`config.mk`:
```
export PLATFORM = sky130hd
export DESIGN_NAME = fib_mod_gen_flat
export DESIGN_NICKNAME = d
export VERILOG_FILES = /design/src/rtl/fib_gen_pkg.sv /design/src/rtl/fib_mod_gen_if.sv /design/src/rtl/fib_mod_gen_mod_add.sv /design/src/rtl/fib_mod_gen.sv /design/src/flat_wrapper.sv
export SDC_FILE = /design/constraint.sdc
export NUM_CORES = 1
export LEC_CHECK = 0
export CAP_MARGIN = 25
export CORE_AREA = 2 2 111 113
export DETAILED_ROUTE_END_ITERATION = 10
export DIE_AREA = 0 0 113 115
export PLACE_DENSITY = 0.85
export SLEW_MARGIN = 20
export SYNTH_ARGS = -nofsm -noshare
export SYNTH_HDL_FRONTEND = slang
export SYNTH_HIERARCHICAL = 1
export SYNTH_SLANG_ARGS = --single-unit
export TNS_END_PERCENT = 1
```
`constraint.sdc`:
```
create_clock -name __clock -period 4.6 [get_ports __clock]
set_clock_uncertainty 0.05 [all_clocks]
set_input_delay 0.46 -clock __clock [delete_from_list [all_inputs] [get_ports __clock]]
set_output_delay 0.46 -clock __clock [all_outputs]
set_load 0.01 [all_outputs]
```
`src/rtl/fib_gen_pkg.sv`:
```
// rtl/fib_gen_pkg.sv - shared types and helpers for the Fibonacci residue-filter generators
package fib_gen_pkg;

    typedef enum logic [1:0] {
        IDLE = 2'd0,
        RUN  = 2'd1,
        DONE = 2'd2
    } state_t;

    localparam int MODE_VALUE = 0;
    localparam int MODE_COUNT = 1;

    // One spare bit so the unreduced sum of two residues never wraps.
    function automatic int res_width(input int modulus);
        return $clog2(modulus) + 1;
    endfunction

endpackage

```
`src/rtl/fib_mod_gen_if.sv`:
```
// rtl/fib_mod_gen_if.sv - generator handshake bundle for fib_mod_gen
interface fib_mod_gen_if #(
    parameter int WIDTH = 32
);
    logic [WIDTH-1:0] n;
    logic             __start;
    logic             __ready;
    logic             __valid;
    logic             __done;
    logic [WIDTH-1:0] __output_0;
    logic             __overflow;

    modport master (
        output n, __start, __ready,
        input  __valid, __done, __output_0, __overflow
    );

    modport slave (
        input  n, __start, __ready,
        output __valid, __done, __output_0, __overflow
    );
endinterface

```
`src/rtl/fib_mod_gen_mod_add.sv`:
```
// rtl/fib_mod_gen_mod_add.sv - combinational modular add for operands already below M
module mod_add #(
    parameter int M = 2,
    parameter int W = 2
) (
    input  logic [W-1:0] x,
    input  logic [W-1:0] y,
    output logic [W-1:0] s
);
    logic [W-1:0] sum;

    // Both operands are below M, so one conditional subtract fully reduces the sum.
    always_comb begin
        sum = x + y;
        s   = (sum >= W'(M)) ? (sum - W'(M)) : sum;
    end
endmodule

```
`src/rtl/fib_mod_gen.sv`:
```
// rtl/fib_mod_gen.sv - Fibonacci walker emitting terms with a chosen residue
module fib_mod_gen
    import fib_gen_pkg::*;
#(
    parameter int WIDTH      = 32,
    parameter int MODULUS    = 2,
    parameter int REMAINDER  = 0,
    parameter int COUNT_MODE = 0
) (
    input  logic          __clock,
    input  logic          __reset,
    fib_mod_gen_if.slave  bus
);
    localparam int            RW      = res_width(MODULUS);
    localparam logic [RW-1:0] REM_R   = RW'(REMAINDER);
    localparam logic [RW-1:0] RB_INIT = RW'(1 % MODULUS);

    state_t           state;
    logic [WIDTH-1:0] lim;
    logic [WIDTH-1:0] a;
    logic [WIDTH-1:0] b;
    logic [WIDTH-1:0] cnt;
    logic [RW-1:0]    ra;
    logic [RW-1:0]    rb;
    logic [RW-1:0]    rsum;
    logic             ovf_pending;
    logic [WIDTH:0]   sum_ab;
    logic             terminate;
    logic             stalled;

    // Residues track a and b so the filter never needs a divider.
    mod_add #(
        .M (MODULUS),
        .W (RW)
    ) u_mod_add (
        .x (ra),
        .y (rb),
        .s (rsum)
    );

    // Next-term sum with carry, stop condition for the current term, and stall detect.
    always_comb begin
        sum_ab  = {1'b0, a} + {1'b0, b};
        stalled = bus.__valid && !bus.__ready;
        if (COUNT_MODE == MODE_COUNT) begin
            terminate = ovf_pending || (cnt == lim);
        end else begin
            terminate = ovf_pending || (a >= lim);
        end
    end

    // Run control: one term per unstalled cycle, outputs registered alongside state.
    always_ff @(posedge __clock) begin
        if (__reset) begin
            state          <= IDLE;
            lim            <= '0;
            a              <= '0;
            b              <= '0;
            cnt            <= '0;
            ra             <= '0;
            rb             <= '0;
            ovf_pending    <= 1'b0;
            bus.__valid    <= 1'b0;
            bus.__done     <= 1'b0;
            bus.__output_0 <= '0;
            bus.__overflow <= 1'b0;
        end else begin
            case (state)
                IDLE: begin
                    if (bus.__start) begin
                        lim            <= bus.n;
                        a              <= '0;
                        b              <= WIDTH'(1);
                        ra             <= '0;
                        rb             <= RB_INIT;
                        cnt            <= '0;
                        ovf_pending    <= 1'b0;
                        bus.__overflow <= 1'b0;
                        state          <= RUN;
                    end
                end
                RUN: begin
                    if (!stalled) begin
                        if (terminate) begin
                            bus.__valid    <= 1'b1;
                            bus.__done     <= 1'b1;
                            bus.__output_0 <= '0;
                            bus.__overflow <= ovf_pending;
                            state          <= DONE;
                        end else begin
                            if (ra == REM_R) begin
                                bus.__valid    <= 1'b1;
                                bus.__output_0 <= a;
                                cnt            <= cnt + WIDTH'(1);
                            end else begin
                                bus.__valid <= 1'b0;
                            end
                            a           <= b;
                            b           <= sum_ab[WIDTH-1:0];
                            ovf_pending <= sum_ab[WIDTH];
                            ra          <= rb;
                            rb          <= rsum;
                        end
                    end
                end
                DONE: begin
                    if (bus.__ready) begin
                        bus.__valid <= 1'b0;
                        bus.__done  <= 1'b0;
                        state       <= IDLE;
                    end
                end
                default: state <= IDLE;
            endcase
        end
    end
endmodule

```
`src/flat_wrapper.sv`:
```
// flat-port wrapper written by rule: the top's interface ports become plain ports
module fib_mod_gen_flat import fib_gen_pkg::*;
#(
    parameter int WIDTH      = 32,
    parameter int MODULUS    = 2,
    parameter int REMAINDER  = 0,
    parameter int COUNT_MODE = 0
)
  (__clock, __reset, bus_n, bus___start, bus___ready, bus___valid, bus___done, bus___output_0, bus___overflow);
  fib_mod_gen_if #(.WIDTH(WIDTH)) bus_i ();
  input  logic __clock;
  input  logic __reset;
  input wire logic [$bits(bus_i.n)-1:0] bus_n;
  input wire logic [$bits(bus_i.__start)-1:0] bus___start;
  input wire logic [$bits(bus_i.__ready)-1:0] bus___ready;
  output wire logic [$bits(bus_i.__valid)-1:0] bus___valid;
  output wire logic [$bits(bus_i.__done)-1:0] bus___done;
  output wire logic [$bits(bus_i.__output_0)-1:0] bus___output_0;
  output wire logic [$bits(bus_i.__overflow)-1:0] bus___overflow;
  assign bus_i.n = bus_n;
  assign bus_i.__start = bus___start;
  assign bus_i.__ready = bus___ready;
  assign bus___valid = bus_i.__valid;
  assign bus___done = bus_i.__done;
  assign bus___output_0 = bus_i.__output_0;
  assign bus___overflow = bus_i.__overflow;
  fib_mod_gen #(.WIDTH(WIDTH), .MODULUS(MODULUS), .REMAINDER(REMAINDER), .COUNT_MODE(COUNT_MODE)) u_core (.__clock(__clock), .__reset(__reset), .bus(bus_i));
endmodule
```
-- Word level (Yosys, flattened, before mapping)
Index checks and enable logic that the tools add are counted.
- logic and storage cells: 77
- output and inout bits: 35
- bits of input ports: 36
- flip-flop bits (word level): 138
- muxes and demuxes: 38
- bitwise logic cells: 1
- magnitude comparators: 2
- $add $sub $neg: 3
- equality and inequality tests: 7
- reduce and logical (&&, ||, !) cells: 15
- operator list (cell ; count):
    32-bit 2-to-1 mux ; 8
    32-bit one-hot mux with 2 select lines ; 2
    32-bit by 32-bit adder with 33-bit output ; 1
    32-bit greater-or-equal comparator ; 1
    2-bit 2-to-1 mux ; 10
    4-bit AND reduction ; 4
    1-bit 2-to-1 mux ; 11
    2-bit != test (second input constant) ; 4
    1-bit one-hot mux with 2 select lines ; 4
    2-bit one-hot mux with 2 select lines ; 2
    2-bit one-hot mux with 3 select lines ; 1
    3-bit AND reduction ; 2
    2-bit nonzero test ; 3
    2-bit zero test ; 2
    2-bit adder ; 1
    2-bit by 1-bit == test with 1-bit output (second input constant) ; 1
    2-bit == test (second input constant) ; 1
    2-bit greater-or-equal comparator (second input constant) ; 1
    2-bit by 1-bit != test with 1-bit output (second input constant) ; 1
    2-bit AND reduction ; 1
    2-bit subtractor (second input constant) ; 1
    1-bit logical AND ; 1
    1-bit zero test ; 1
    1-bit logical OR ; 1
    1-bit inverter ; 1

-- Longest topological paths before layout
Gate-level depths: netlist of the first run.
- word-level depth: 6
- gate-level depth with buffers: 12
- depth with buffers taken out: 11

-- By module
The synthesis of the first run kept the hierarchy.
- modules (own cells, without submodules) (module ; instances ; cells an instance ; sequential area each (um^2) ; area each (um^2)):
    fib_mod_gen ; 1 ; 920 ; 2762.6 ; 7174.4
    mod_add ; 1 ; 3 ; 0.0 ; 23.8

-- Worst setup path after synthesis of the first run
No wires, ideal clock.
- kind: reg2reg
- start: register u_core.a[0]
- end: register u_core.ovf_pending
- stages on the path, launching flop included: 12
- buffers on the path: 0
- required time: 4492 ps
- setup slack: 1910 ps
- setup time: 58 ps
- clock period less this slack: 2690 ps
- arrival: 2582 ps
- path through: dfxtp_1 -> ha_1 -> inv_1 -> fa_1 -> nor2b_1 -> o2111ai_1 -> a2111oi_2 -> nor4_1 -> nor2_1 -> a21oi_1 -> o311ai_0 -> a21o_1
- longest elaborated chain between the ends: 4
- elaborated cells on any way between the ends: 8
- those cells by class: add/sub: 1; order compare: 1; eq/ne: 1; mux: 3; reduce/logical: 2
- RTL lines (item ; line ; text):
    start: declaration ; fib_mod_gen.sv:20 ; logic [WIDTH-1:0] a;
    start signal: assignment ; fib_mod_gen.sv:57 ; a <= '0;
    start signal: assignment ; fib_mod_gen.sv:72 ; a <= '0;
    start signal: assignment ; fib_mod_gen.sv:98 ; a <= b;
    32-bit by 32-bit adder with 33-bit output / 32-bit greater-or-equal comparator (equally long branches) ; fib_mod_gen.sv:43, fib_mod_gen.sv:48 ;
    1-bit 2-to-1 mux / 1-bit logical OR (equally long branches) ; fib_mod_gen.sv:84, fib_mod_gen.sv:48 ;
    1-bit 2-to-1 mux / 2-bit != test (equally long branches) ; - ;
    1-bit one-hot mux with 2 select lines / 4-bit AND reduction (equally long branches) ; - ;
    end signal: assignment ; fib_mod_gen.sv:100 ; ovf_pending <= sum_ab[WIDTH];
    end: declaration ; fib_mod_gen.sv:26 ; logic ovf_pending;
Several ways; a longest one is shown, not always the timed one. The select of a mux whose other input is x is not followed.
A chain may end at the register's enable or synchronous reset.

-- Worst setup path in the final report of the first run
- start: register u_core.lim[2]
- end: register u_core.b[6]
- longest elaborated chain between the ends: 4
- RTL lines (item ; line ; text):
    start: declaration ; fib_mod_gen.sv:19 ; logic [WIDTH-1:0] lim;
    start signal: assignment ; fib_mod_gen.sv:71 ; lim <= bus.n;
    32-bit greater-or-equal comparator ; fib_mod_gen.sv:48 ; terminate = ovf_pending || (a >= lim);
    1-bit logical OR ; fib_mod_gen.sv:48 ;
    2-bit != test (no source line) ; - ;
    4-bit AND reduction (no source line) ; - ;
    end signal: assignment ; fib_mod_gen.sv:99 ; b <= sum_ab[WIDTH-1:0];
    end: declaration ; fib_mod_gen.sv:21 ; logic [WIDTH-1:0] b;
No other way between the ends.

==> results.json, run 1 <==
{
  "rrSetupSlack_ns": 1.12,
  "drt.antenna.violating_nets": 0,
  "cts_root_buf": "clkbuf_16",
  "fmax_mhz": 287,
  "clk_pin_slew_ns": 0.06,
  "post-cts-setup-buffers": 0,
  "reg2regPathDepth": 11,
  "start_util_pct": 60.9,
  "antenna_found_initial": 0,
  "synth_edf_count": 0,
  "holdPathStages": 2,
  "num_antenna_cells": 0,
  "ys.flop_type": "dfxtp_1",
  "cts_tree": "done",
  "worst_pin_slew_ns": 0.968,
  "clock_latency_ns": 0.42,
  "p_leak_nw": 3.32,
  "min_from": "u_core/bus.__output_0[18]",
  "slew_headroom_pct": 35.5,
  "placed_cell_area_um2": 7980,
  "rsz0062_at_grt": "false",
  "cp-end-kind": "flop",
  "post-route-period-util_pct": 75.7,
  "cp_data_arrival_time_ns": 3.78,
  "vias": 6775,
  "seq_area_frac_synth_pct": 38.4,
  "grt-ovfl-total": 0,
  "htree_levels": 4,
  "pin_count": 71,
  "dp_hpwl_um": 12300,
  "status": "complete, but fails checks",
  "yosysWarnings": 6,
  "first_pass_iters": 9,
  "postLayoutCellArea_um2": 8540,
  "cts_sinks": 138,
  "p_per_area_nw_per_um2": 323,
  "setup_viol": 0,
  "syn_inst": 923,
  "die_y_um": 115,
  "wirelength_um": 18100,
  "grt_pass1_vias": 6364,
  "via_per_inst": 6.00,
  "cts_hold_buf": 0,
  "drt-initial-drc-count": 552,
  "timing.rr.start": "u_core/lim[2]",
  "area_growth_pct": 18.6,
  "irDropWorstVdd_uv": 291,
  "core_um2": 11800,
  "die_x_um": 113,
  "period_needed_ns": 3.48,
  "r2r-end": "u_core/b[6]",
  "ys_ff_latch": 138,
  "required_ns": 4.90,
  "whs_ns": 0.401,
  "ctsResizeCount": 0,
  "cts_made_buffers": 17,
  "syn_area_um2": 7200,
  "path_class": "flop to flop",
  "async_flop_share_pct": 0,
  "drv_cap": 0,
  "grt_pass1_wl_um": 29900,
  "finalHoldViolations": 0,
  "synth_nets": 1025,
  "drv_slew": 0,
  "syn_avg_cell_area_um2": 7.80,
  "startpoint_type": "flop",
  "grt_max_degree": 64,
  "routedWlPerCell_um": 16.0,
  "synth_cell_types": 58,
  "finalCoreUtilization_pct": 72.3,
  "port_buffers": 70,
  "grt.total_usage_pct": 28.6,
  "final_nets": 1072,
  "drc": 2,
  "violations": "design-rule violations",
  "crit_fanout": 22,
  "fin_setup_tns_ns": 0,
  "layout-drive-gt1-share_pct": 4.78,
  "clock_path_buffers": 2,
  "dieArea_um2": 13000,
  "hold_end": "u_core/bus.__output_0[18]",
  "hp-class": "flop to flop",
  "core.rowCount": 40,
  "routabilityCongestion": 0.889
}
worst max-delay path, cell delays in order (launching register included):
cell and delay (ns):
dfxtp_1 0.34, inv_1 0.05, ha_1 0.29, a211o_1 0.29, a31oi_1 0.14, o41ai_1 0.13
a311o_1 0.40, o22ai_4 0.23, o21a_1 0.80, buf_4 0.35, nand3_1 0.13, a21oi_1 0.21
cells by family after synthesis:
| kind of cell | after synthesis | synth area share, % |
|---|---|---|
| AND/OR/NAND/NOR | 347 | 20.8 |
| flip-flops | 138 | 38.4 |
| other | 1 | 0.0521 |
| multiplexers | 2 | 0.278 |
| XOR/XNOR | 25 | 3.04 |
| AO/OA/AOI/OAI | 249 | 20.7 |
| adder cells (fa/ha/maj) | 66 | 11.6 |
| buffers and inverters | 95 | 5.25 |
metal layers:
| layer | vias up | global-route usage (%) | routed length, µm |
|---|---|---|---|
| met2 | 247 | 46.6 | 8440 |
| met3 | 39 | 6.17 | 1220 |
| met4 | 0 | 11.5 | 405 |
| met5 | - | 0 | 0 |
| met1 | 3188 | 37.4 | 7990 |
| li1 | 3301 | - | - |
synth_stat cells (all sizes together) (4+ instances only):
cell / instances / share of area [%]
a211oi: 6 / 0.63
a21o: 11 / 1.1
a21oi: 158 / 11
and3: 6 / 0.52
buf: 18 / 1.2
clkbuf: 32 / 1.7
dfxtp: 138 / 38
ha: 65 / 11
inv: 45 / 2.3
nand2: 218 / 11
nand2b: 6 / 0.52
nand3: 54 / 3.8
nand4: 5 / 0.43
nor2: 25 / 1.3
nor2b: 6 / 0.52
nor3: 11 / 0.76
o211ai: 7 / 0.73
o21a: 7 / 0.73
o21ai: 18 / 1.3
o2bb2ai: 8 / 0.97
o32ai: 4 / 0.49
xnor2: 13 / 1.6
xor2: 12 / 1.5
worst max-delay path by stage:
stage	from	endpoint
after floorplan	u_core/a[0]	u_core/ovf_pending
after global placement	u_core/lim[2]	u_core/b[5]
after detailed placement	u_core/lim[2]	u_core/b[6]
after CTS	u_core/lim[2]	u_core/b[6]
after global routing	u_core/lim[2]	u_core/b[6]
final	u_core/lim[2]	u_core/b[6]
cells in the final DEF (no fill, tap or decap), types with 5 or more instances in the layout:
master,synthesis,layout
and3_1,6,6
nand2_1,218,218
dfxtp_1,138,138
a21oi_1,158,158
nor2_1,24,23
nand3_1,54,54
clkdlybuf4s50_1,0,69
a21o_1,11,11
nor3_1,11,10
xor2_1,12,12
o2bb2ai_1,8,8
buf_4,2,6
o21ai_0,17,17
xnor2_1,13,13
inv_1,45,45
nand4_1,5,5
o211ai_1,7,7
a211oi_1,6,6
nand2b_1,6,6
o21a_1,7,7
clkbuf_1,32,5
ha_1,65,65
nor2b_1,6,6
clkbuf_16,0,17
sequential cells by signal, summed over array words and instances, names as in the netlist:
register and count:
u_core/bus.__overflow 1, u_core/ovf_pending 1, u_core/bus.__valid 1, u_core/lim 32
u_core/b 32, u_core/bus.__done 1, u_core/rb 2, u_core/bus.__output_0 32
u_core/state 2, u_core/ra 2, u_core/a 32
final cells by class:
| type | count | area (µm²) |
|---|---|---|
| inverter | 45 | 169 |
| clock buffer | 25 | 485 |
| clock inverter | 7 | 66.3 |
| sequential | 138 | 2760 |
| tap | 147 | 184 |
| fill | 923 | 3280 |
| timing repair buffer | 78 | 788 |
| multi-input combinational | 690 | 4080 |
power breakdown:
part | switching, mW | internal (mW)
clock network | 0.485 | 0.782
registers | 0.0147 | 1.22
logic | 0.175 | 0.0830
total | 0.675 | 2.08
per-stage QoR:
stage                     total power, mW  std cells  worst slack, ns
after global routing                 2.86       1130            0.987
after detailed placement             1.51       1098             1.22
final                                2.76       1130             1.12
after global placement               1.50       1097             1.35
after CTS                            2.77       1130             1.18
after floorplan                      1.42        923             1.91
Note: power is estimated with default switching activity, not from simulation.
==> run 2: changes to the inputs <==
- CORE_AREA: 2 2 111 113 -> 2 2 115 117
- DIE_AREA: 0 0 113 115 -> 0 0 117 119
- PLACE_DENSITY: 0.85 -> 0.8
- clock period: 4.6 -> 3.6 ns (I/O delays scaled with it)
==> run 2 against run 1 <==
The flow now finishes without violations. Fmax rose by 12%. Critical path type unchanged. Register-to-register slack got worse by 0.62 ns. Hold slack got worse by 0.038 ns. Critical endpoint is now u_core/b[14]. Critical path depth did not move. Utilization fell by 5.0 points.
==> results.json, run 2 (same netlist as run 1, synthesis figures left out) <==
{
  "status": "finished clean",
  "fmax_mhz": 322,
  "seqPwrFrac_pct": 42.0,
  "switchingPower_mw": 0.868,
  "post-route-period-util_pct": 86.2,
  "total_power_mw": 3.75,
  "p_int_mw": 2.89,
  "path_class": "flop to flop",
  "cts_tree": "done",
  "setup_viol": 0,
  "fin_setup_tns_ns": 0,
  "routedWlPerCell_um": 15.3,
  "cts_root_buf": "clkbuf_16",
  "seqCellArea_um2": 2760,
  "layout-drive-gt1-share_pct": 5.38,
  "grt_pass1_vias": 6329,
  "num_antenna_cells": 0,
  "core_um2": 12900,
  "clkPwrFrac_pct": 49.4,
  "cp_data_arrival_time_ns": 3.34,
  "crit_fanout": 24,
  "drv_slew": 0,
  "die_y_um": 119,
  "die_x_um": 117,
  "grt_max_degree": 58,
  "cts_made_buffers": 17,
  "clk_pin_slew_ns": 0.06,
  "vias": 6663,
  "htree_levels": 4,
  "cp-end-kind": "flop",
  "drt.antenna.violating_nets": 0,
  "finalHoldViolations": 0,
  "p_per_area_nw_per_um2": 433,
  "ctsResizeCount": 0,
  "clock_path_buffers": 2,
  "cpLargestDelayFamily": "compound AO/OA/AOI/OAI gates",
  "start_util_pct": 55.9,
  "max_stage_delay_ns": 0.55,
  "core.rowCount": 42,
  "drc": 0,
  "hp-class": "input pin to flop",
  "p_leak_nw": 3.38,
  "multi_input_area_um2": 4080,
  "n_fill_cell": 1064,
  "antenna_found_initial": 0,
  "grt_pass1_wl_um": 29500,
  "post-cts-setup-buffers": 0,
  "startpoint_type": "flop",
  "slew_headroom_pct": 55.8,
  "grt.total_usage_pct": 26.8,
  "worst_pin_slew_ns": 0.663,
  "dp_hpwl_um": 12200,
  "wirelength_um": 17700,
  "mostFrequentLayoutCells": "218 x nand2_1, 158 x a21oi_1, 138 x dfxtp_1",
  "first_pass_iters": 5,
  "clock_latency_ns": 0.42,
  "area_growth_pct": 20.4,
  "dieArea_um2": 13900,
  "final_nets": 1077,
  "final_common_cell": "nand2_1",
  "pin_count": 71,
  "cp_slowest_cell": "o41ai_1",
  "period_needed_ns": 3.10,
  "port_buffers": 70,
  "critical_path_buf_inv_count": 2,
  "via_per_inst": 5.73,
  "routabilityCongestion": 0.916,
  "irDropWorstVdd_uv": 358,
  "cp_cell_sequence": "inv_1 > ha_1 > nand2b_1 > a31oi_1 > o41ai_1 > a311o_1 > o22ai_4 > o21ai_4 > buf_4 > or3_1 > a21oi_1",
  "drv_cap": 0,
  "swShare_pct": 23.1,
  "grt-ovfl-total": 0,
  "pwr-share-comb_pct": 8.6,
  "cts_hold_buf": 0,
  "rsz0062_at_grt": "false",
  "cts_sinks": 138,
  "required_ns": 3.84,
  "drt-initial-drc-count": 431
}
-- run 2: path summary, 6_finish.rpt --
kind	depth (start not counted)	endpoint	slack, ns	start
setup / recovery	11	u_core/b[14]	0.50	u_core/a[0]
hold / removal	2	u_core/a[30]	0.36	__reset
setup reg to reg	11	u_core/b[14]	0.50	u_core/a[0]
hold reg to reg	2	u_core/bus.__output_0[12]	0.40	u_core/bus.__output_0[12]
-- run 2: layer usage --
layer / vias up / share of wire, % / GRT usage, %
met3: 27 / 6.3 / 5.55
met5: - / 0 / 0
li1: 3307 / - / -
met4: 0 / 2.1 / 10.3
met2: 221 / 46 / 41.9
met1: 3108 / 46 / 36.3
-- run 2: power by group through the flow --
stage	combinational, mW	clock [mW]	sequential [mW]
detailed placement	0.316	0	1.61
CTS	0.321	1.88	1.58
global route	0.357	1.95	1.58
global placement	0.313	0	1.61
finish	0.324	1.86	1.58
floorplan	0.209	0	1.60
-- run 2: final cells by class --
class / count / share of cell area, %
clock inverters: 7 / 1.60
inverters: 45 / 1.95
multi-input cells: 690 / 47.1
well taps: 176 / 2.54
clock buffers: 23 / 5.63
repair buffers: 83 / 9.30
flip-flops and latches: 138 / 31.9
-- run 2: through the flow --
step	hold slack [ns]	std cells	area (µm²)	utilization (%)	worst slack, ns
CTS	0.347	1162	8660	67.3	0.505
detailed placement	0.396	1132	8040	62.4	0.518
finish	0.364	1162	8660	67.3	0.495
global placement	0.392	1132	8040	62.4	0.606
floorplan	0.382	923	7200	-	0.910
global route	0.367	1162	8660	67.3	0.201
==> run 3: changes to the inputs <==
- CORE_AREA: 2 2 115 117 -> 2 2 116 118
- DIE_AREA: 0 0 117 119 -> 0 0 118 120
- PLACE_DENSITY: 0.8 -> 0.78
- SKIP_LAST_GASP: not set -> 1
==> run 3 against run 2 <==
Fmax fell by 4.9%. Non-clock buffer count rose by 4. Routed wire length rose by 0.73%. Sequential share of layout area barely moved. First-iteration DRC count rose by 28%. Global-route usage fell by 0.89 points. Setup slack got worse by 0.16 ns. Total power fell by 1.9%. Utilization fell by 0.53 points. Largest power group unchanged. Register-to-register slack got worse by 0.16 ns. Sequential power barely moved.
==> results.json, run 3 (same netlist as run 1, synthesis figures left out) <==
{
  "dp_hpwl_um": 12400,
  "drc": 0,
  "n_fill_cell": 1131,
  "die_x_um": 118,
  "cp_slowest_cell": "o21ai_4",
  "num_antenna_cells": 0,
  "swShare_pct": 25.2,
  "startpoint_type": "flop",
  "cpLargestDelayFamily": "compound AO/OA/AOI/OAI gates",
  "total_power_mw": 3.68,
  "p_per_area_nw_per_um2": 425,
  "fmax_mhz": 306,
  "grt_pass1_vias": 6180,
  "wirelength_um": 17900,
  "clkPwrFrac_pct": 48.5,
  "cp_cell_sequence": "inv_1 > ha_1 > nand2b_1 > a31oi_1 > o41ai_1 > a311o_1 > o22ai_4 > o21ai_4 > buf_4 > nand2_1 > a21oi_1",
  "via_per_inst": 5.67,
  "post-cts-setup-buffers": 0,
  "core_um2": 13000,
  "status": "finished clean",
  "drt-initial-drc-count": 553,
  "cp_data_arrival_time_ns": 3.57,
  "crit_fanout": 29,
  "fin_setup_tns_ns": 0,
  "cts_tree": "done",
  "cts_root_buf": "clkbuf_16",
  "cp-end-kind": "flop",
  "drv_cap": 0,
  "clock_latency_ns": 0.43,
  "first_pass_iters": 5,
  "setup_viol": 0,
  "routabilityCongestion": 0.850,
  "antenna_found_initial": 0,
  "cts_hold_buf": 0,
  "cts_sinks": 138,
  "switchingPower_mw": 0.927,
  "mostFrequentLayoutCells": "218 x nand2_1, 158 x a21oi_1, 138 x dfxtp_1",
  "layout-drive-gt1-share_pct": 6.05,
  "pin_count": 71,
  "start_util_pct": 55.5,
  "hp-class": "flop to flop",
  "required_ns": 3.90,
  "post-route-period-util_pct": 90.7,
  "grt_pass1_wl_um": 29500,
  "final_nets": 1081,
  "finalHoldViolations": 0,
  "drv_slew": 0,
  "drt.antenna.violating_nets": 0,
  "seqPwrFrac_pct": 42.7,
  "p_int_mw": 2.76,
  "htree_levels": 4,
  "vias": 6624,
  "grt_max_degree": 56,
  "rsz0062_at_grt": "false",
  "cts_made_buffers": 17,
  "ctsResizeCount": 0,
  "core.rowCount": 42,
  "p_leak_nw": 3.39,
  "clk_pin_slew_ns": 0.06,
  "routedWlPerCell_um": 15.3,
  "max_stage_delay_ns": 0.71,
  "period_needed_ns": 3.26,
  "die_y_um": 120,
  "grt.total_usage_pct": 25.9,
  "irDropWorstVdd_uv": 286,
  "final_common_cell": "nand2_1",
  "pwr-share-comb_pct": 8.8,
  "critical_path_buf_inv_count": 2,
  "port_buffers": 70,
  "area_growth_pct": 20.4,
  "path_class": "flop to flop",
  "whs_ns": 0.401,
  "worst_pin_slew_ns": 0.863,
  "finalCoreUtilization_pct": 66.8,
  "clock_path_buffers": 2,
  "slew_headroom_pct": 42.3,
  "dieArea_um2": 14200,
  "grt-ovfl-total": 0
}
==> run 3: cell count changes in the layout (fill, tap and decap cells not counted), sizes merged <==
cell / before / now
buf: 14 / 18
clkbuf: 23 / 18
inv: 45 / 49
bufinv: 4 / 3
clkinvlp: 0 / 1
clkinv: 3 / 6
==> run 3: layout make-up <==
type	count	area [µm²]	share of cell area, %
Sequential cell	138	2760	31.9
Inverter	45	169	1.95
Timing Repair Buffer	87	836	9.64
Multi-Input combinational cell	690	4080	47.1
Clock buffer	18	429	4.95
Tap cell	176	220	2.54
Clock inverter	14	170	1.96
==> run 3: layer usage <==
metal | track usage, % | share of wire [%]
met1 | 35.2 | 47
met2 | 40.6 | 46
met3 | 4.42 | 5.3
met4 | 11.4 | 2.1
met5 | 0 | 0
==> run 3: worst min-delay path, stage by stage, from the launching register on <==
cell and delay, ns:
dfxtp_1 0.31, nand2_1 0.05, a21oi_1 0.05
==> run 3: metrics by stage <==
step,cells,setup WS [ns],cell area [µm²]
floorplan,923,0.910,7200
global placement,1136,0.478,8070
detailed placement,1136,0.380,8070
CTS,1168,0.343,8670
global route,1168,0.131,8670
finish,1168,0.335,8670
==> run 3: power groups by stage <==
stage,logic [mW],registers (mW),clock network (mW)
after floorplan,0.209,1.60,0
after global placement,0.315,1.61,0
after detailed placement,0.322,1.61,0
after CTS,0.324,1.57,1.80
after global routing,0.360,1.58,1.87
final,0.323,1.57,1.79
==> run 3: final timing paths <==
check,from,end,slack (ns),depth (start not counted)
hold / removal,u_core/bus.__output_0[20],u_core/bus.__output_0[20],0.40,2
hold reg to reg,u_core/bus.__output_0[20],u_core/bus.__output_0[20],0.40,2
setup reg to reg,u_core/a[0],u_core/a[14],0.34,11
setup / recovery,u_core/a[0],u_core/a[14],0.34,11
